`src/rtl/signature_compactor.sv`:
```
// +----------------------------------------------------------------------------+
// | signature_compactor: up-counting stimulus generator + response compactor   |
// | Optional macro SIG_COMPARE_EN adds expected_sig / pass / fail.               |
// | Revision: 1.0                                                              |
// +----------------------------------------------------------------------------+
`default_nettype none

module signature_compactor #(
  parameter int DATA_W  = 8,
  parameter int STIM_W  = 8,
  parameter int ROT_AMT = 1
) (
  input  logic                  clk,
  input  logic                  clear,
  input  logic                  start,
  input  logic [DATA_W-1:0]     seed,
  input  logic [DATA_W-1:0]     dut_resp,
`ifdef SIG_COMPARE_EN
  input  logic [2*DATA_W-1:0]   expected_sig,
  output logic                  pass,
  output logic                  fail,
`endif
  output logic [STIM_W-1:0]     stimulus,
  output logic [2*DATA_W-1:0]   signature,
  output logic                  busy,
  output logic                  done
);

  localparam int SIG_W = 2 * DATA_W;

  localparam logic [1:0] S_IDLE = 2'd0;
  localparam logic [1:0] S_RUN  = 2'd1;
  localparam logic [1:0] S_DONE = 2'd2;

  logic [1:0]        state_q, state_d;
  logic [STIM_W-1:0] stim_q, stim_d;
  logic [SIG_W-1:0]  sig_q, sig_d;
  logic [DATA_W-1:0] seed_q, seed_d;

  logic              w_accept;
  logic              w_last;
  logic [DATA_W-1:0] w_scr;
  logic [DATA_W-1:0] w_sum;
  logic [SIG_W-1:0]  w_cat;
  logic [SIG_W-1:0]  w_next;

  assign w_accept = start && ((state_q == S_IDLE) || (state_q == S_DONE));
  assign w_last   = &stim_q;

  assign w_scr  = seed_q ^ dut_resp;
  assign w_sum  = sig_q[DATA_W-1:0] + w_scr;
  assign w_cat  = {sig_q[SIG_W-1:DATA_W], w_sum};
  assign w_next = (w_cat << ROT_AMT) | (w_cat >> (SIG_W - ROT_AMT));

  // State register
  always_ff @(posedge clk or posedge clear) begin
    if (clear) begin
      state_q <= S_IDLE;
    end else begin
      state_q <= state_d;
    end
  end

  // Next-state logic
  always_comb begin
    state_d = state_q;
    case (state_q)
      S_IDLE:  if (start) state_d = S_RUN;
      S_RUN:   if (w_last) state_d = S_DONE;
      S_DONE:  if (start) state_d = S_RUN;
      default: state_d = S_IDLE;
    endcase
  end

  // Output decode
  always_comb begin
    busy = 1'b0;
    done = 1'b0;
    case (state_q)
      S_RUN:   busy = 1'b1;
      S_DONE:  done = 1'b1;
      default: ;
    endcase
  end

  always_comb begin
    stim_d = stim_q;
    sig_d  = sig_q;
    seed_d = seed_q;
    if (w_accept) begin
      stim_d = '0;
      sig_d  = '0;
      seed_d = seed;
    end else if ((state_q == S_RUN) && !w_last) begin
      // The response to the all-ones stimulus is deliberately never folded in.
      stim_d = stim_q + 1'b1;
      sig_d  = w_next;
    end
  end

  always_ff @(posedge clk or posedge clear) begin
    if (clear) begin
      stim_q <= '0;
      sig_q  <= '0;
      seed_q <= '0;
    end else begin
      stim_q <= stim_d;
      sig_q  <= sig_d;
      seed_q <= seed_d;
    end
  end

  assign stimulus  = stim_q;
  assign signature = sig_q;

`ifdef SIG_COMPARE_EN
  logic pass_q, pass_d;
  logic fail_q, fail_d;
  logic w_match;

  assign w_match = (sig_q == expected_sig);

  always_comb begin
    pass_d = pass_q;
    fail_d = fail_q;
    if (w_accept) begin
      pass_d = 1'b0;
      fail_d = 1'b0;
    end else if ((state_q == S_RUN) && w_last) begin
      pass_d = w_match;
      fail_d = !w_match;
    end
  end

  always_ff @(posedge clk or posedge clear) begin
    if (clear) begin
      pass_q <= 1'b0;
      fail_q <= 1'b0;
    end else begin
      pass_q <= pass_d;
      fail_q <= fail_d;
    end
  end

  assign pass = pass_q;
  assign fail = fail_q;
`endif

endmodule

`default_nettype wire
```
`config.mk`:
```
export PLATFORM = sky130hd
export DESIGN_NAME = signature_compactor
export DESIGN_NICKNAME = d
export VERILOG_FILES = /design/src/rtl/signature_compactor.sv
export SDC_FILE = /design/constraint.sdc
export NUM_CORES = 1
export LEC_CHECK = 0
export CAP_MARGIN = 20
export CORE_UTILIZATION = 52
export CTS_BUF_LIST = sky130_fd_sc_hd__clkbuf_16
export CTS_CLUSTER_DIAMETER = 150
export DETAILED_ROUTE_END_ITERATION = 10
export HOLD_SLACK_MARGIN = 0.06
export MAX_ROUTING_LAYER = met4
export PLACE_DENSITY = 0.83
export SLEW_MARGIN = 30
export SYNTH_ARGS = -nofsm -noshare
export SYNTH_HDL_FRONTEND = slang
export SYNTH_SLANG_ARGS = --single-unit
```
`constraint.sdc`:
```
create_clock -name clk -period 3.85 [get_ports clk]
set_input_delay 0.5775 -clock clk [delete_from_list [all_inputs] [get_ports clk]]
set_output_delay 0.5775 -clock clk [all_outputs]
set_load 0.05 [all_outputs]
```
# [Word-level counts from Yosys, hierarchy flattened]
# Cells that the tools add are included.
[classes] reduce_logical=9 eq_ne=4 n_addsub=2 muxes=9 n_bitwise=2
[ops] cell="16-bit two-way mux" n=2
[ops] cell="8-bit two-way mux" n=2
[ops] cell="16-bit by 1-bit bitwise OR with 16-bit output" n=1
[ops] cell="8-bit by 1-bit adder with 8-bit output (second input constant)" n=1
[ops] cell="8-bit adder" n=1
[ops] cell="8-bit AND reduction" n=1
[ops] cell="8-bit XOR" n=1
[ops] cell="2-bit two-way mux" n=2
[ops] cell="2-bit one-hot mux with 2 select lines" n=1
[ops] cell="2-bit by 1-bit == test with 1-bit output (second input constant)" n=1
[ops] cell="2-bit == test (second input constant)" n=1
[ops] cell="1-bit logical AND" n=2
[ops] cell="2-bit logical NOT" n=1
[ops] cell="1-bit two-way mux" n=2
[ops] cell="2-bit by 1-bit inequality test with 1-bit output (second input constant)" n=1
[ops] cell="2-bit inequality test (second input constant)" n=1
[ops] cell="2-bit AND reduction" n=1
[ops] cell="2-bit nonzero test" n=1
[ops] cell="2-bit OR reduction" n=1
[ops] cell="1-bit logical NOT" n=1
[ops] cell="1-bit logical OR" n=1
[word_totals] register_bits=34 out_inout_bits=26 word_cells=30

# [Longest topological paths before layout]
# Gate-level depths: netlist of the first run.
[depth] word_depth=5 ltp_mapped=7 ltp_nobuf=7

# [Worst setup path after synthesis of the first run]
# Ideal clock, no wire load.
[synth_timing] path_type="input port to flip-flop" startpoint="input port dut_resp[0]" endpoint="register sig_q[7], in the netlist signature[7]" arrival_time_ns=1.978 cell_stages=7 n_path_buf=0 t_required_ns=3.719 path_slack_ns=1.740 cell_sequence="xor2_1 -> ha_1 -> fa_1 -> a211o_1 -> o211ai_1 -> a2111o_1 -> o211ai_1"
[synth_via] elab_chain_cells=5
[synth_rtl] element="from (decl)" line_no="17" source="input logic [DATA_W-1:0] dut_resp,"
[synth_rtl] element="8-bit XOR" line_no="50" source="assign w_scr = seed_q ^ dut_resp;"
[synth_rtl] element="8-bit adder" line_no="51" source="assign w_sum = sig_q[DATA_W-1:0] + w_scr;"
[synth_rtl] element="16-bit by 1-bit bitwise OR with 16-bit output" line_no="53" source="assign w_next = (w_cat << ROT_AMT) | (w_cat >> (SIG_W - ROT_AMT));"
[synth_rtl] element="16-bit two-way mux" line_no="94" source="end else if ((state_q == S_RUN) && !w_last) begin"
[synth_rtl] element="16-bit two-way mux" line_no="90" source="if (w_accept) begin"
[synth_rtl] element="to (signal assigned)" line_no="108" source="sig_q <= sig_d;"
[synth_rtl] element="to (decl)" line_no="37" source="logic [SIG_W-1:0] sig_q, sig_d;"
# Every way passes these cells. The select of a mux whose other input is x is not followed.
# A chain may end at the register's enable or synchronous reset.

# [Final worst setup path of the first run]
# Same ends and word-level chain as after synthesis.

==> impl_metrics.tcl, run 1 <==
set metrics [dict create \
    ys_ff_latch 34 \
    tightest_slew_ps 910.2 \
    grt_max_degree 35 \
    period_share 0.6207 \
    holdBufCountCts 0 \
    synthCells 194 \
    status "finished clean" \
    ant_nets 0 \
    synth_cell_types 33 \
    post_drt_wl_per_cell_um 13.31 \
    end_kind "flip-flop" \
    whs_endpoint "seed_q[7]$_DFFE_PP0P_" \
    rsz0062_at_grt "no" \
    finalCriticalPeriod_ps 2390 \
    cts_resized 0 \
    crit_family "compound AO/OA/AOI/OAI gates" \
    layout_common_cells "nand2_1 (56), clkdlybuf4s50_1 (44), dfrtp_1 (34), nand3_1 (17), a21oi_1 (14)" \
    seq_area_um2 850.8 \
    worstSetupPathType "in -> reg" \
    dieWidth_um 60.56 \
    area_delta_synth_final_pct 34.53 \
    hold_class "reg -> reg" \
    fmax_mhz 418.5 \
    clkTransAtPathRegs_ps 50 \
    ys_seq_area_frac 0.4772 \
    route.detailed.drc 0 \
    vias_per_cell 5.446 \
    hold_path_depth 2 \
    design.core.area_um2 3153 \
    fin_worst_skew_ps 2.332 \
    crit_fanout 3 \
    arrival_ps 2540 \
    crit_buf_inv 1 \
    synthTopCellsByArea "dfrtp_1 (48%), nand2_1 (12%), ha_1 (6.3%)" \
    holdCritStartpoint "seed_q[7]$_DFFE_PP0P_" \
    ios 45 \
    final_nets 269 \
    maxCapViolations 0 \
    postSynthAreaPerCell_um2 9.191 \
    numCtsBuffers 5 \
    cts_sinks 34 \
    cts-root-buf "clkbuf_16" \
    hpwl_um 2529 \
    grt_usage 0.2471 \
    routabilityCongestion 0.8129 \
    die_area_um2 3667 \
    first_pass_iters 4 \
    rows 20 \
    startpoint_type "input port" \
    clkLatencyLatePin_ps 270 \
    fin_setup_tns_ps 0 \
    syn-num-nets 223 \
    yosysWarnings 0 \
    r2r_start "stimulus[0]$_DFFE_PP0P_" \
    cp_cell_sequence "clkdlybuf4s50_1 > xor2_1 > ha_1 > fa_1 > a211o_1 > o211ai_1 > a2111o_1 > o211ai_1" \
    worst_r2r_path_depth 5 \
    antenna_found_initial 0 \
    max_stage_delay_ps 430 \
    drive_gt1_frac 0.04564 \
    h-tree-depth 2 \
    synth_top_area_share 0.4772 \
    vias 1552 \
    dieHeight_um 60.56 \
    synth_top_area_cell "dfrtp_1" \
    maxSlewHeadroom 0.3932 \
    grt_pass1_wl_um 6472 \
    final_common_cell "nand2_1" \
    fillers 245 \
    slew_violations 0 \
    grt_overflow_total 0 \
    syn_area_um2 1783 \
    cts_tree "built" \
    multiInputGateArea_um2 873.3 \
    drt_iter0_markers 108 \
    final-setup-viol-count 0 \
    portBuffers 44 \
    hold_violations 0 \
    grt_pass1_vias 1464 \
    wl_um 3792 \
    r2r-end "signature[8]$_DFFE_PP0P_" \
    diodes 0 \
    ff2ff_setup_slack_ps 1650 \
    postCtsSetupRepairBufs 0 \
    crit_slowest_cell "fa_1" \
    cts_max_path_buffers 2 \
    cp_common_cell "o211ai_1" \
    initial_utilization 0.5655 \
    critical_path_required_ps 4000 \
]
==> stage by stage <==
| step | hold slack (ps) | cell area, um^2 | instances | utilization | setup slack, ps |
|---|---|---|---|---|---|
| after CTS | 503.0 | 2399 | 285 | 0.7607 | 1465 |
| after global routing | 531.2 | 2399 | 285 | 0.7607 | 1390 |
| after floorplan | 465.2 | 1783 | 194 | - | 1740 |
| after detailed placement | 489.1 | 2257 | 277 | 0.7159 | 1201 |
| final | 498.9 | 2399 | 285 | 0.7607 | 1460 |
| after global placement | 478.7 | 2257 | 277 | 0.7159 | 1228 |
==> Yosys cell counts <==
master,count
mux2i_1,2
a211o_1,1
o41ai_1,1
o211ai_1,4
nor4b_1,1
or3_1,2
nand2b_1,2
nor2_1,3
inv_1,6
nand2_1,56
nand3_1,17
a211oi_1,2
buf_4,2
clkbuf_1,3
a21oi_1,14
xnor2_1,3
nand4_1,1
buf_2,2
ha_1,9
o311ai_1,1
a21oi_2,1
or4_1,3
fa_1,1
o21ai_0,7
a2111o_1,1
nor2b_1,1
dfrtp_1,34
a21o_1,2
o31ai_1,1
xor2_1,8
a32o_1,1
and3_4,1
and4_1,1
==> worst min-delay path: stages, from the launching register on <==
cell and delay [ps]:
dfrtp_1 350, nand2_1 50, nand2_1 60
==> registers in the layout (all words and copies together), names as in the netlist <==
name       count
seed_q         8
state_q        2
stimulus       8
signature     16
==> area by class of cell <==
cell class	instances	share of cell area
multi-input cells	147	0.3641
flip-flops and latches	34	0.3547
repair buffers	46	0.1899
clock buffers	5	0.05216
well taps	44	0.02295
inverters	6	0.009390
clock inverters	3	0.006781
==> worst max-delay path by stage <==
stage	startpoint	to	cells after the start	slack (ps)
2_1_floorplan	dut_resp[0]	signature[7]$_DFFE_PP0P_	7	1740
3_3_place_gp	dut_resp[0]	signature[7]$_DFFE_PP0P_	8	1230
3_5_place_dp	dut_resp[0]	signature[7]$_DFFE_PP0P_	8	1200
4_1_cts	dut_resp[0]	signature[7]$_DFFE_PP0P_	8	1470
5_1_grt	dut_resp[0]	signature[7]$_DFFE_PP0P_	8	1390
6_report	dut_resp[0]	signature[7]$_DFFE_PP0P_	8	1460
==> kinds of logic (layout without fill, tap and decap cells) <==
group / after synthesis / in the layout / synth area share
compound gates: 36 / 36 / 0.1284
xor+xnor: 11 / 11 / 0.05404
fa+ha+maj: 10 / 10 / 0.07439
buf+inv: 13 / 60 / 0.03298
flops: 34 / 34 / 0.4772
mux: 2 / 2 / 0.01123
simple gates: 88 / 88 / 0.2218
==> layer usage <==
layer,global-route usage,wire [um]
met5,-,0
met4,0.07792,34
met3,0.05330,143
met2,0.4082,1863
met1,0.3026,1749
Power of run 1 is not shown: default switching activity piles up to over one toggle a cycle in this logic, so the estimate is an artifact.
==> inputs of run 2 (changes only) <==
--- a/config.mk
+++ b/config.mk
@@ -6,13 +6,13 @@
 export NUM_CORES = 1
 export LEC_CHECK = 0
 export CAP_MARGIN = 20
-export CORE_UTILIZATION = 52
+export CORE_UTILIZATION = 49
 export CTS_BUF_LIST = sky130_fd_sc_hd__clkbuf_16
 export CTS_CLUSTER_DIAMETER = 150
 export DETAILED_ROUTE_END_ITERATION = 10
 export HOLD_SLACK_MARGIN = 0.06
 export MAX_ROUTING_LAYER = met4
-export PLACE_DENSITY = 0.83
+export PLACE_DENSITY = 0.79
 export SLEW_MARGIN = 30
 export SYNTH_ARGS = -nofsm -noshare
 export SYNTH_HDL_FRONTEND = slang
==> constraint.sdc (replaced) <==
create_clock -name clk -period 2.4 [get_ports clk]
set_input_delay 0.36 -clock clk [delete_from_list [all_inputs] [get_ports clk]]
set_output_delay 0.36 -clock clk [all_outputs]
set_load 0.05 [all_outputs]
==> run 2 against run 1 <==
Setup slack worse by 1200 ps. Critical path depth down 5. First-iteration DRC count down 2.8%. Global-route usage down 0.35 points. Via count up 1.3%. Sequential share of layout area down 0.64 points. Register-to-register slack worse by 1300 ps. Largest cell class unchanged.
==> impl_metrics.tcl, run 2 (same netlist as run 1, synthesis figures left out) <==
set metrics [dict create \
    vias_per_cell 5.365 \
    hold_class "in -> async" \
    fin_worst_skew_ps 4.488 \
    fin_cells 293 \
    grt_overflow_total 0 \
    crit_slowest_cell "clkdlybuf4s50_1" \
    drive_gt1_frac 0.06478 \
    rsz0062_at_grt "no" \
    fillers 284 \
    r2r_start "stimulus[0]$_DFFE_PP0P_" \
    h-tree-depth 2 \
    final_nets 275 \
    tightest_slew_ps 513.1 \
    slew_violations 0 \
    crit_buf_inv 2 \
    whs_ps 489.2 \
    grt_usage 0.2436 \
    layout_common_cells "nand2_1 (56), clkdlybuf4s50_1 (44), dfrtp_1 (34), nand3_1 (17), a21oi_1 (14)" \
    cts_tree "built" \
    worstSetupPathType "reg -> out" \
    holdBufCountCts 0 \
    fmax_mhz 460.0 \
    arrival_ps 1810 \
    grt_max_degree 35 \
    postCtsSetupRepairBufs 0 \
    diodes 0 \
    period_share 0.9058 \
    r2r-end "stimulus[3]$_DFFE_PP0P_" \
    end_kind "output port" \
    max_stage_delay_ps 810 \
    ant_nets 0 \
    placed_cell_area_um2 2305 \
    routabilityCongestion 0.9021 \
    cts_resized 0 \
    portBuffers 44 \
    startpoint_type "flip-flop" \
    cp_cell_sequence "nand2b_1 > inv_1 > clkdlybuf4s50_1" \
    grt_pass1_vias 1537 \
    final-setup-viol-count 0 \
    post_drt_wl_per_cell_um 14.01 \
    antenna_found_initial 0 \
    ff2ff_setup_slack_ps 390 \
    final_common_cell "nand2_1" \
    maxCapViolations 0 \
    dieWidth_um 62.32 \
    fin_util 0.7150 \
    grt_pass1_wl_um 7100 \
    hpwl_um 2785 \
    status "finished clean" \
    route.detailed.drc 0 \
    die_area_um2 3884 \
    cts_sinks 34 \
    numCtsBuffers 5 \
    area_delta_synth_final_pct 36.98 \
    worst_r2r_path_depth 6 \
    critical_path_required_ps 2040 \
    largest_reg_flops 16 \
    vias 1572 \
    ios 45 \
    maxSlewHeadroom 0.6569 \
    clkTransAtPathRegs_ps 50 \
    cp-startpoint "state_q[1]$_DFFE_PP0P_" \
    rows 21 \
    crit_family "buffers and inverters" \
    dieHeight_um 62.32 \
    first_pass_iters 4 \
    cts_max_path_buffers 2 \
    dp_cells 285 \
    wl_um 4106 \
    fin_area_um2 2442 \
    initial_utilization 0.5220 \
    hold_violations 0 \
    design.core.area_um2 3416 \
    clkLatencyLatePin_ps 270 \
    crit_fanout 6 \
    cts-root-buf "clkbuf_16" \
    finalCriticalPeriod_ps 2174 \
    drt_iter0_markers 105 \
]
## run 2: area by class of cell
| class | instances | area, um^2 | share of cell area |
|---|---|---|---|
| Clock buffer | 5 | 125.1 | 0.05123 |
| Clock inverter | 3 | 12.51 | 0.005123 |
| Inverter | 6 | 22.52 | 0.009221 |
| Multi-Input combinational cell | 147 | 873.3 | 0.3576 |
| Sequential cell | 34 | 850.8 | 0.3484 |
| Tap cell | 46 | 57.56 | 0.02357 |
| Timing Repair Buffer | 52 | 500.5 | 0.2049 |
## run 2: per-layer routing
metal  wire length [um]  track usage  share of wire  vias to the layer above
met5                  0            -              0                        -
met4                 24      0.06395         0.0058                        0
met3                202      0.06066          0.049                        4
met2               2091       0.4011           0.51                       56
met1               1789       0.2996           0.44                      736
li1                   -            -              -                      776
## run 2: worst max path at each step
stage	endpoint	slack, ps	cells past startpoint
2_1_floorplan	signature[7]$_DFFE_PP0P_	340	6
3_3_place_gp	signature[8]$_DFFE_PP0P_	50	7
3_5_place_dp	signature[8]$_DFFE_PP0P_	-20	7
4_1_cts	busy	230	3
5_1_grt	busy	170	3
6_report	busy	230	3
## run 2: metrics by stage
step	worst slack, ps	setup TNS (ps)
finish	226.1	0
global route	166.7	0
CTS	229.6	0
detailed placement	-19.44	-19.44
global placement	52.53	0
floorplan	343.1	0
## run 2: worst reg2reg max path, delay by kind of cell (launching register included)
kind,cells,cell delay (ps)
compound gates,2,460
fa+ha+maj,1,260
buf+inv,1,220
flops,1,430
simple gates,2,570
Power of run 2 is left out for the same reason.
